--- src/rtl/da_wave_pkg.sv ---
// rtl/da_wave_pkg.sv - shared constants and types for the DAC test-signal generator
package da_wave_pkg;

  localparam logic [1:0] WAVE_SQUARE = 2'd0;
  localparam logic [1:0] WAVE_SAW    = 2'd1;
  localparam logic [1:0] WAVE_TRI    = 2'd2;
  localparam logic [1:0] WAVE_DC     = 2'd3;
  localparam logic [8:0] AMP_UNITY   = 9'd256;
  localparam logic [7:0] MIDSCALE    = 8'd128;

  typedef enum logic {ST_IDLE, ST_RUN} run_state_e;

  function automatic logic [8:0] sat_amp(input logic [8:0] amp);
    return (amp > AMP_UNITY) ? AMP_UNITY : amp;
  endfunction

endpackage

--- src/rtl/da_wave_shape.sv ---
// rtl/da_wave_shape.sv - registered phase-to-raw-sample shape select
module da_wave_shape
  import da_wave_pkg::*;
(
  input  logic       da_clk,
  input  logic       rst_n,
  input  logic [8:0] phase_top,
  input  logic [1:0] wave,
  output logic [7:0] raw
);

  logic [7:0] raw_d;

  // phase_top holds phase[MSB:MSB-8]; bit 8 is the phase MSB.
  always_comb begin
    raw_d = 8'd128;
    case (wave)
      WAVE_SQUARE: raw_d = phase_top[8] ? 8'd0 : 8'd255;
      WAVE_SAW:    raw_d = phase_top[8:1];
      WAVE_TRI:    raw_d = phase_top[8] ? ~phase_top[7:0] : phase_top[7:0];
      default:     raw_d = 8'd128;
    endcase
  end

  always_ff @(posedge da_clk) begin
    if (!rst_n) raw <= 8'd128;
    else        raw <= raw_d;
  end

endmodule

--- src/rtl/da_wave_gen.sv ---
// rtl/da_wave_gen.sv - square/saw/triangle sample source for an 8-bit parallel DAC
module da_wave_gen #(
  parameter int         PHASE_W  = 24,
  parameter logic [7:0] MIDSCALE = da_wave_pkg::MIDSCALE
) (
  input  logic               da_clk,
  input  logic               rst_n,
  input  logic               en,
  input  logic               cfg_valid,
  output logic               cfg_ready,
  input  logic [1:0]         cfg_wave,
  input  logic [PHASE_W-1:0] cfg_inc,
  input  logic [8:0]         cfg_amp,
  output logic [7:0]         da_data,
  output logic               sync_pulse
);

  import da_wave_pkg::*;

  run_state_e         state_q, state_d;
  logic [PHASE_W-1:0] phase_q, act_inc, pend_inc;
  logic [1:0]         act_wave, pend_wave;
  logic [8:0]         act_amp, pend_amp, amp_s1;
  logic               pend_q, wrap_q, live_s1, sync_s1;
  logic               advance, wrap, xfer, apply;
  logic [PHASE_W:0]   sum;
  logic [7:0]         raw, scaled;
  logic signed [8:0]  s;
  logic signed [9:0]  amp_sv;
  logic signed [18:0] prod, v_ofs;

  always_comb begin
    state_d = en ? ST_RUN : ST_IDLE;
    advance = (state_q == ST_RUN) && en;
    sum     = {1'b0, phase_q} + {1'b0, act_inc};
    wrap    = advance && sum[PHASE_W];
  end

  assign cfg_ready = !pend_q;
  assign xfer      = cfg_valid && cfg_ready;
  // A transfer and an apply never coincide: one needs pend_q low, the other high.
  assign apply     = pend_q && ((state_q == ST_IDLE) || wrap);

  always_ff @(posedge da_clk) begin
    if (!rst_n) begin
      state_q   <= ST_IDLE;
      phase_q   <= '0;
      wrap_q    <= 1'b0;
      act_wave  <= WAVE_DC;
      act_inc   <= '0;
      act_amp   <= AMP_UNITY;
      pend_q    <= 1'b0;
      pend_wave <= WAVE_DC;
      pend_inc  <= '0;
      pend_amp  <= AMP_UNITY;
    end else begin
      state_q <= state_d;
      wrap_q  <= wrap;
      if (advance)  phase_q <= sum[PHASE_W-1:0];
      else if (!en) phase_q <= '0;
      if (xfer) begin
        pend_q    <= 1'b1;
        pend_wave <= cfg_wave;
        pend_inc  <= cfg_inc;
        pend_amp  <= sat_amp(cfg_amp);
      end else if (apply) begin
        pend_q   <= 1'b0;
        act_wave <= pend_wave;
        act_inc  <= pend_inc;
        act_amp  <= pend_amp;
      end
    end
  end

  da_wave_shape u_shape (
    .da_clk    (da_clk),
    .rst_n     (rst_n),
    .phase_top (phase_q[PHASE_W-1 -: 9]),
    .wave      (act_wave),
    .raw       (raw)
  );

  // Amplitude, liveness and sync travel alongside the shape register so a
  // config switch lands on one sample boundary.
  always_ff @(posedge da_clk) begin
    if (!rst_n) begin
      amp_s1  <= AMP_UNITY;
      live_s1 <= 1'b0;
      sync_s1 <= 1'b0;
    end else begin
      amp_s1  <= act_amp;
      live_s1 <= advance;
      sync_s1 <= wrap_q && advance;
    end
  end

  always_comb begin
    s      = $signed({1'b0, raw}) - 9'sd128;
    amp_sv = $signed({1'b0, amp_s1});
    prod   = 19'(s) * 19'(amp_sv);
    v_ofs  = (prod >>> 8) + 19'sd128;
    if (v_ofs < 19'sd0)        scaled = 8'd0;
    else if (v_ofs > 19'sd255) scaled = 8'd255;
    else                       scaled = v_ofs[7:0];
  end

  always_ff @(posedge da_clk) begin
    if (!rst_n) begin
      da_data    <= MIDSCALE;
      sync_pulse <= 1'b0;
    end else begin
      da_data    <= live_s1 ? scaled : MIDSCALE;
      sync_pulse <= sync_s1;
    end
  end

endmodule

--- config.mk ---
export PLATFORM = sky130hd
export DESIGN_NAME = da_wave_gen
export DESIGN_NICKNAME = d
export VERILOG_FILES = /design/src/rtl/da_wave_pkg.sv /design/src/rtl/da_wave_shape.sv /design/src/rtl/da_wave_gen.sv
export SDC_FILE = /design/constraint.sdc
export NUM_CORES = 1
export LEC_CHECK = 0
export BUFFER_PORTS_ARGS = -buffer_cell sky130_fd_sc_hd__buf_2
export CORE_MARGIN = 8
export CORE_UTILIZATION = 30
export CTS_CLUSTER_DIAMETER = 80
export DETAILED_ROUTE_END_ITERATION = 10
export SKIP_LAST_GASP = 1
export SLEW_MARGIN = 25
export SYNTH_ARGS = -nofsm -noshare
export SYNTH_HDL_FRONTEND = slang
export SYNTH_SLANG_ARGS = --single-unit
--- constraint.sdc ---
create_clock -name da_clk -period 7.8 [get_ports da_clk]
set_input_delay 1.56 -clock da_clk [delete_from_list [all_inputs] [get_ports da_clk]]
set_output_delay 1.56 -clock da_clk [all_outputs]
set_load 0.02 [all_outputs]
==> reports/results.tsv, run 1 <==
metric	value	unit
status	finished clean	
Synth Area per Inst	8.92	µm²
Worst-Margin Slew	0.947	ns
worst-case clock buffer depth	2	
Sw Share	0.261	
first-pass GRT wire length	29200	µm
Wirelength per Cell	12.6	µm
ANT cells	0	
multi-input gate area in the final layout	5450	µm²
top-area cell type share of the netlist area	0.299	
Syn Std Cell Area	8380	µm²
io pins	49	
Final setup viols	0	
DRT iter0 DRCs	275	
RSZ-0062 raised after global routing	no	
worst-path maximum fanout	19	
Hold WS	0.428	ns
Initial Util	0.303	
Critical Path End Type	flop	
fin crit share	0.861	
IO Port Bufs	48	
crit-path max cell delay	0.74	ns
YS warnings	0	
TritonCTS Buffers	17	
clk_lat worst skew	0.42	ns
Setup CP Type	flop to flop	
vias in the first global route	6131	
Non-Filler Instances	1359	
Post-CTS Repair Setup Buffers	0	
Worst-path clk slew	0.06	ns
#FFs+latches synth	125	
dominant synthesized flop cell	dfxtp_1	
Clock Tree Root	clkbuf_16	
via-per-instance ratio	4.54	
fmax	0.149	GHz
Yosys cell types	58	
CTS tree	built	
Switching Power	0.393	mW
Fillers	2906	
Core Rows	61	
cell count after synthesis	939	
required time worst endpoint	8.08	ns
Slowest-stage cell, CP	dfxtp_1	
Seq pwr share	0.442	
hpwl dp	13000	µm
# H-tree levels	4	
PostCTS Resize Cnt	0	
EDFF count, synth	0	
Area Growth Syn to Fin	13.4	%
flop2flop setup slack	1.08	ns
post-route setup TNS	0	ns
routed vias	6166	
register area share after synthesis	0.299	
Worst EP arrival	7.00	ns
core area	27600	µm²
die area	33500	µm²
drt pass-1 iters	4	
Max Cap Viol	0	
Remaining DRCs	0	
placed insts	1327	
startpoint types	flop	
pin count of the biggest net entering global routing	61	
Hold Violations, Final	0	
Antenna Nets Post-Route	0	
register area	2500	µm²
ordered list of cells on the worst path	inv_1 -> nand2_1 -> fa_1 -> fa_1 -> inv_1 -> fa_1 -> fa_1 -> inv_1 -> fa_1 -> inv_1 -> ha_1 -> nor2b_1 -> o31ai_1 -> a211oi_2 -> o21ai_1 -> a21oi_1 -> ha_1 -> inv_1 -> nor3_1 -> a221o_1 -> a221o_1 -> nand3_1 -> a21oi_1	
Syn Nets	1103	
power per cell area	159	nW/µm²
Final Critical Period	6.72	ns
async set-reset flop share out of synthesis	0	
initial antenna violation count	0	
fin nets	1132	
hold buffers post-CTS	0	
Synth area leaders	dfxtp_1, fa_1, ha_1	
Yosys top cell by area	dfxtp_1	
DIE WIDTH	183	µm
Combinational Power Share	0.073	
Max transition margin	0.367	
layout cells sized above 1	0.107	
cell-internal power	1.12	mW
Die Height	183	µm
clk_skew	0.0152	ns
Total GRT Usage	0.105	
worst hold-check path type	flop to flop	
VDD IR-drop max	0.155	mV
Clock Power Share	0.485	
Crit path max-delay family	adder cells	
Final Max Tran Viols	0	
LEAKAGE	4.37	nW
GRT overflow	0	
clk sink count	125	
Placer Congestion	0.824	
final wirelength	17100	µm
buffers plus inverters on the worst setup path	5	
==> layout make-up <==
class	instances	share of cell area
multi-input combinational	706	0.574
tap	378	0.0498
inverter	66	0.0261
timing repair buffer	52	0.0287
clock buffer	17	0.0448
clock inverter	15	0.0130
sequential	125	0.264
==> placed cells by master (no fill, tap or decap), types with 17 or more instances in the layout <==
cell,n
mux2i_1,52
a21boi_0,34
buf_2,47
nand2_1,180
xnor2_1,22
ha_1,75
a21oi_1,37
inv_1,66
and2_1,43
fa_1,50
clkbuf_16,17
dfxtp_1,125
nor2_1,48
==> logic make-up after synthesis <==
| logic type | synth area share |
|---|---|
| and+or+nand+nor | 0.187 |
| muxes | 0.0729 |
| buffers and inverters | 0.0523 |
| AOI/OAI and AO/OA | 0.124 |
| DFF | 0.299 |
| adders and majority gates | 0.232 |
| xor gates and xnor gates | 0.0335 |
==> cell usage after synthesis, types with 3 or more instances <==
library cell / n
a211o_1: 3
a21boi_0: 34
a21o_1: 16
a21oi_1: 37
a31oi_1: 3
and2_1: 43
buf_6: 4
clkbuf_1: 34
dfxtp_1: 125
fa_1: 50
ha_1: 75
inv_1: 66
mux2_2: 7
mux2i_1: 52
nand2_1: 180
nand2b_1: 11
nand3_1: 11
nand3b_1: 8
nor2_1: 48
nor2b_1: 16
nor3_1: 7
o21a_1: 5
o21ai_0: 13
o21bai_1: 4
o22ai_1: 10
or3_1: 4
xnor2_1: 22
xor2_1: 10
==> metal layers <==
layer / global-route usage / up-vias / routed length (µm)
met4: 0.0286 / 0 / 133
met2: 0.180 / 77 / 8110
met5: 0 / - / 0
met3: 0.0224 / 9 / 546
li1: - / 3195 / -
met1: 0.132 / 2885 / 8270
==> stage by stage <==
stage               instance area (µm²)  worst slack (ns)  power [mW]  utilization
CTS                                9490              1.06        1.53        0.343
global placement                   8940              1.24       0.791        0.323
global route                       9500             0.627        1.58        0.344
finish                             9500              1.08        1.51        0.344
floorplan                          8380              1.49       0.762            -
detailed placement                 8940              1.07       0.793        0.323
==> power by group through the flow <==
stage	clock network, mW	logic (mW)	registers, mW
2_1_floorplan	0	0.0853	0.676
3_3_place_gp	0	0.110	0.681
3_5_place_dp	0	0.112	0.681
4_1_cts	0.750	0.113	0.667
5_1_grt	0.782	0.125	0.669
6_report	0.732	0.110	0.667
==> path summary, 6_finish.rpt <==
path | from | to | cells after the start
max reg2reg | u_shape.raw[7]$_SDFF_PN1_ | da_data[1]$_SDFF_PP0_ | 23
min reg2reg | act_amp[8]$_SDFFE_PN1P_ | amp_s1[8]$_SDFF_PN1_ | 1
max | u_shape.raw[7]$_SDFF_PN1_ | da_data[1]$_SDFF_PP0_ | 23
min | act_amp[8]$_SDFFE_PN1P_ | amp_s1[8]$_SDFF_PN1_ | 1
==> flip-flops by register name, summed over array words and instances, names as in the netlist, 2 cells and up <==
name	cells
act_wave	2
pend_amp	9
amp_s1	9
pend_inc	24
act_amp	9
phase_q	24
act_inc	24
da_data	8
u_shape.raw	8
pend_wave	2
(Power assumes the default switching activity.)
==> run 2: changes to the inputs <==
--- a/config.mk
+++ b/config.mk
@@ -6,7 +6,6 @@
 export NUM_CORES = 1
 export LEC_CHECK = 0
 export BUFFER_PORTS_ARGS = -buffer_cell sky130_fd_sc_hd__buf_2
-export CORE_MARGIN = 8
 export CORE_UTILIZATION = 30
 export CTS_CLUSTER_DIAMETER = 80
 export DETAILED_ROUTE_END_ITERATION = 10
@@ -14,4 +13,5 @@
 export SLEW_MARGIN = 25
 export SYNTH_ARGS = -nofsm -noshare
 export SYNTH_HDL_FRONTEND = slang
+export SYNTH_HIERARCHICAL = 1
 export SYNTH_SLANG_ARGS = --single-unit
==> reports/results.tsv, run 2 <==
metric	value	unit
status	finished clean	
Synth Area per Inst	8.78	µm²
routed vias	6714	
hold buffers post-CTS	0	
core area	28700	µm²
most numerous cell in the Yosys netlist	nand2_1	
first-pass GRT wire length	31700	µm
RSZ-0062 raised after global routing	no	
layout cells sized above 1	0.103	
Yosys top cell by area	dfxtp_1	
Remaining DRCs	0	
TritonCTS Buffers	17	
fmax	0.141	GHz
top post-synthesis cells by count	nand2_1, dfxtp_1, ha_1, inv_1, mux2i_1	
clk sink count	125	
Max transition margin	0.506	
Synth area leaders	dfxtp_1, fa_1, ha_1	
Yosys cell types	77	
worst-path maximum fanout	19	
# H-tree levels	4	
power per cell area	159	nW/µm²
PostCTS Resize Cnt	0	
Post-CTS Repair Setup Buffers	0	
placed insts	1395	
pre-CTS WS	0.801	ns
Setup CP Type	flop to flop	
Area Growth Syn to Fin	13.5	%
Wirelength per Cell	12.9	µm
clk_skew	0.0196	ns
YS warnings	6	
Non-Filler Instances	1427	
hpwl dp	13800	µm
Total GRT Usage	0.128	
via-per-instance ratio	4.70	
ANT cells	0	
GRT overflow	0	
Final Critical Period	7.07	ns
Final Max Tran Viols	0	
Post-Place Cell Area	9350	µm²
clk_lat worst skew	0.43	ns
CTS tree	built	
EDFF count, synth	0	
hold path depth	2	
Worst-Margin Slew	0.735	ns
startpoint types	flop	
vias in the first global route	6617	
initial antenna violation count	0	
final core utilization	0.347	
largest registers	act_inc x24, pend_inc x24, phase_q x24	
io pins	49	
crit path setup slack, layout	0.727	ns
Register-to-Register Path Depth	25	
Placer Congestion	0.851	
Hold WS	0.436	ns
Die Height	173	µm
register area share after synthesis	0.286	
post-route design area	9950	µm²
worst hold-check path type	flop to flop	
dominant synthesized flop cell	dfxtp_1	
Syn Std Cell Area	8760	µm²
LEAKAGE	4.54	nW
Antenna Nets Post-Route	0	
Initial Util	0.305	
Worst EP arrival	7.35	ns
Worst-path clk slew	0.06	ns
cell count after synthesis	998	
die area	29900	µm²
Critical Path End Type	flop	
commonest non-fill, non-tap cell in the layout	nand2_1	
fin nets	1194	
Clock Tree Root	clkbuf_16	
Final setup viols	0	
commonest non-fill, non-tap cells in the layout	nand2_1, dfxtp_1, inv_1, ha_1, mux2i_1	
top-area cell type share of the netlist area	0.286	
final wirelength	18400	µm
pin count of the biggest net entering global routing	63	
Core Rows	62	
DIE WIDTH	173	µm
IO Port Bufs	48	
Pwr Total	1.58	mW
Syn Nets	1162	
Max Cap Viol	0	
#FFs+latches synth	125	
VDD IR-drop max	0.135	mV
post-route setup TNS	0	ns
required time worst endpoint	8.08	ns
Hold Violations, Final	0	
async set-reset flop share out of synthesis	0	
DRT iter0 DRCs	320	
worst-case clock buffer depth	2	
drt pass-1 iters	4	
fin crit share	0.907	
-- run 2: cell types whose count changed after synthesis, moves of 7 or more --
cell      before  now
nor3_1         7   25
a21o_1        16    6
a21oi_1       37   28
inv_1         66   75
a21boi_1       0    8
o22ai_1       10    2
mux2_2         7    0
o21ai_0       13   20
-- run 2: area by class of cell --
class                      instances  area, µm²
inverter                          75        282
clock buffer                      17        425
clock inverter                    15        171
timing repair buffer              54        288
tap                              384        480
multi-input combinational        757       5800
fill                            2981      18800
sequential                       125       2500
-- run 2: per-layer routing --
| metal | share of wire | GRT usage | vias to the layer above |
|---|---|---|---|
| met5 | 0 | 0 | - |
| met4 | 0.0065 | 0.0262 | 0 |
| met3 | 0.034 | 0.0288 | 14 |
| met2 | 0.48 | 0.218 | 112 |
| met1 | 0.48 | 0.166 | 3155 |
| li1 | - | - | 3433 |
-- run 2: worst paths after layout --
| check | startpoint | to | slack, ns |
|---|---|---|---|
| min | act_amp[1]$_SDFFE_PN0P_ | amp_s1[1]$_SDFF_PN0_ | 0.44 |
| max | u_shape/raw[7]$_SDFF_PN1_ | da_data[4]$_SDFF_PP0_ | 0.73 |
| max reg2reg | u_shape/raw[7]$_SDFF_PN1_ | da_data[4]$_SDFF_PP0_ | 0.73 |
| min reg2reg | act_amp[1]$_SDFFE_PN0P_ | amp_s1[1]$_SDFF_PN0_ | 0.44 |
-- run 2: kinds of logic (layout without fill, tap and decap cells) --
kind of cell	Yosys count	count (layout)	share of synthesized area
buf+inv	116	161	0.0551
flops	125	125	0.286
simple gates	392	392	0.218
compound gates	162	162	0.134
mux	56	56	0.0641
xor+xnor	22	22	0.0220
fa+ha+maj	125	125	0.221
-- run 2: report_power, final --
| part | internal, mW | leakage (nW) | switching (mW) |
|---|---|---|---|
| registers | 0.655 | 1.01 | 0.0108 |
| clock network | 0.455 | 0.289 | 0.342 |
| logic | 0.0484 | 3.23 | 0.0712 |
-- run 2: worst max-delay path: stages, from the launching register on --
cell and delay [ns]:
dfxtp_1 0.75, inv_1 0.15, nand2_1 0.12, fa_1 0.45, fa_1 0.54, inv_1 0.05, fa_1 0.50, fa_1 0.55
inv_1 0.06, fa_1 0.51, inv_1 0.05, ha_1 0.35, nand3_1 0.09, o221ai_1 0.28, o2111ai_2 0.28, a21boi_2 0.24
o21a_1 0.20, nor3_1 0.07, nor3_1 0.15, ha_1 0.30, nor2b_1 0.16, nand4_1 0.10, nor3b_1 0.33, o211ai_1 0.29
a31oi_1 0.27, nor3_1 0.08
==> run 3: changes to the inputs <==
--- a/config.mk
+++ b/config.mk
@@ -9,6 +9,7 @@
 export CORE_UTILIZATION = 30
 export CTS_CLUSTER_DIAMETER = 80
 export DETAILED_ROUTE_END_ITERATION = 10
+export REMOVE_ABC_BUFFERS = 1
 export SKIP_LAST_GASP = 1
 export SLEW_MARGIN = 25
 export SYNTH_ARGS = -nofsm -noshare
==> reports/results.tsv, run 3 (same netlist as run 2, synthesis figures left out) <==
metric	value	unit
status	finished clean	
Post-CTS Repair Setup Buffers	0	
commonest non-fill, non-tap cell in the layout	nand2_1	
Area Growth Syn to Fin	13.9	%
Slowest-stage cell, CP	dfxtp_1	
DIE WIDTH	173	µm
final wirelength	18100	µm
hold buffers post-CTS	0	
Worst EP arrival	7.29	ns
via-per-instance ratio	4.67	
power per cell area	165	nW/µm²
Final Max Tran Viols	0	
ANT cells	0	
Post-Place Cell Area	9340	µm²
most frequent CP cell	fa_1	
Crit path max-delay family	adder cells	
largest registers	act_inc x24, pend_inc x24, phase_q x24	
Wirelength per Cell	12.7	µm
Total GRT Usage	0.127	
Antenna Nets Post-Route	0	
fmax	0.143	GHz
DRT iter0 DRCs	285	
Setup CP Type	flop to flop	
die area	29900	µm²
LEAKAGE	4.55	nW
crit-path max cell delay	0.73	ns
fin crit share	0.899	
IO Port Bufs	48	
CTS tree	built	
post-route setup TNS	0	ns
startpoint types	flop	
VDD IR-drop max	0.165	mV
clk_lat worst skew	0.42	ns
Core Rows	62	
fin nets	1193	
clk_skew	0.00938	ns
drt pass-1 iters	5	
Placer Congestion	0.827	
Final setup viols	0	
Max transition margin	0.401	
TritonCTS Buffers	17	
worst-path maximum fanout	19	
Remaining DRCs	0	
pin count of the biggest net entering global routing	69	
Clock Tree Root	clkbuf_16	
Initial Util	0.305	
GRT overflow	0	
core area	28700	µm²
required time worst endpoint	8.08	ns
PostCTS Resize Cnt	0	
post-route design area	9980	µm²
# H-tree levels	4	
hpwl dp	13500	µm
Die Height	173	µm
Final Critical Period	7.02	ns
io pins	49	
worst hold-check path type	flop to flop	
Max Cap Viol	0	
Critical Path End Type	flop	
vias in the first global route	6557	
Worst-Margin Slew	0.897	ns
worst-case clock buffer depth	2	
RSZ-0062 raised after global routing	no	
commonest non-fill, non-tap cells in the layout	nand2_1, dfxtp_1, inv_1, ha_1, mux2i_1	
routed vias	6662	
Hold Violations, Final	0	
clk sink count	125	
first-pass GRT wire length	31400	µm
layout cells sized above 1	0.102	
Worst-path clk slew	0.06	ns
Fillers	2982	
initial antenna violation count	0	
buffers plus inverters on the worst setup path	4	
==> run 3: changes by cell type in the layout (fill, tap and decap cells not counted), sizes merged <==
cell      before  now
buf           54   53
clkinvlp       1    2
bufinv         1    4
inv           83   79
==> run 3: area by class of cell <==
type | instances | area (µm²) | area share
clock buffer | 17 | 425 | 0.0426
clock inverter | 15 | 211 | 0.0212
inverter | 75 | 282 | 0.0282
multi-input combinational | 757 | 5800 | 0.581
sequential | 125 | 2500 | 0.251
tap | 384 | 480 | 0.0481
timing repair buffer | 53 | 280 | 0.0281
==> run 3: final timing paths <==
| check | from | to | slack, ns | cells past startpoint |
|---|---|---|---|---|
| worst min-delay path | wrap_q$_SDFF_PN0_ | sync_s1$_SDFF_PN0_ | 0.43 | 1 |
| worst min register to register | wrap_q$_SDFF_PN0_ | sync_s1$_SDFF_PN0_ | 0.43 | 1 |
| worst max-delay path | u_shape/raw[7]$_SDFF_PN1_ | da_data[1]$_SDFF_PP0_ | 0.78 | 25 |
| worst max register to register | u_shape/raw[7]$_SDFF_PN1_ | da_data[1]$_SDFF_PP0_ | 0.78 | 25 |
==> run 3: metrics by stage <==
step | cells | hold slack [ns] | setup WS (ns) | utilization | total power, mW
2_1_floorplan | 957 | 0.389 | 1.40 | - | 0.758
3_3_place_gp | 1394 | 0.420 | 1.05 | 0.326 | 0.799
3_5_place_dp | 1394 | 0.420 | 0.838 | 0.326 | 0.801
4_1_cts | 1426 | 0.435 | 0.807 | 0.348 | 1.67
5_1_grt | 1426 | 0.449 | 0.265 | 0.348 | 1.71
6_report | 1426 | 0.431 | 0.785 | 0.348 | 1.65
==> run 3: power by group <==
group	internal [mW]	total [mW]	switching, mW	leakage [nW]
clock network	0.541	0.864	0.322	0.308
registers	0.655	0.666	0.0109	1.01
logic	0.0481	0.119	0.0711	3.23
==> run 3: worst register-to-register path, delay by kind of cell, from the launching register on <==
family | cells | cell delay, ns
AO/OA/AOI/OAI | 6 | 1.59
buffers and inverters | 4 | 0.28
flip-flops | 1 | 0.73
adder cells (fa/ha/maj) | 7 | 3.18
AND/OR/NAND/NOR | 8 | 1.09
==> run 3: routing by layer <==
metal / up-vias / global-route usage / wire length (µm)
met5: - / 0 / 0
met4: 0 / 0.0324 / 205
met3: 16 / 0.0237 / 437
met2: 68 / 0.218 / 8840
met1: 3148 / 0.163 / 8650
li1: 3430 / - / -
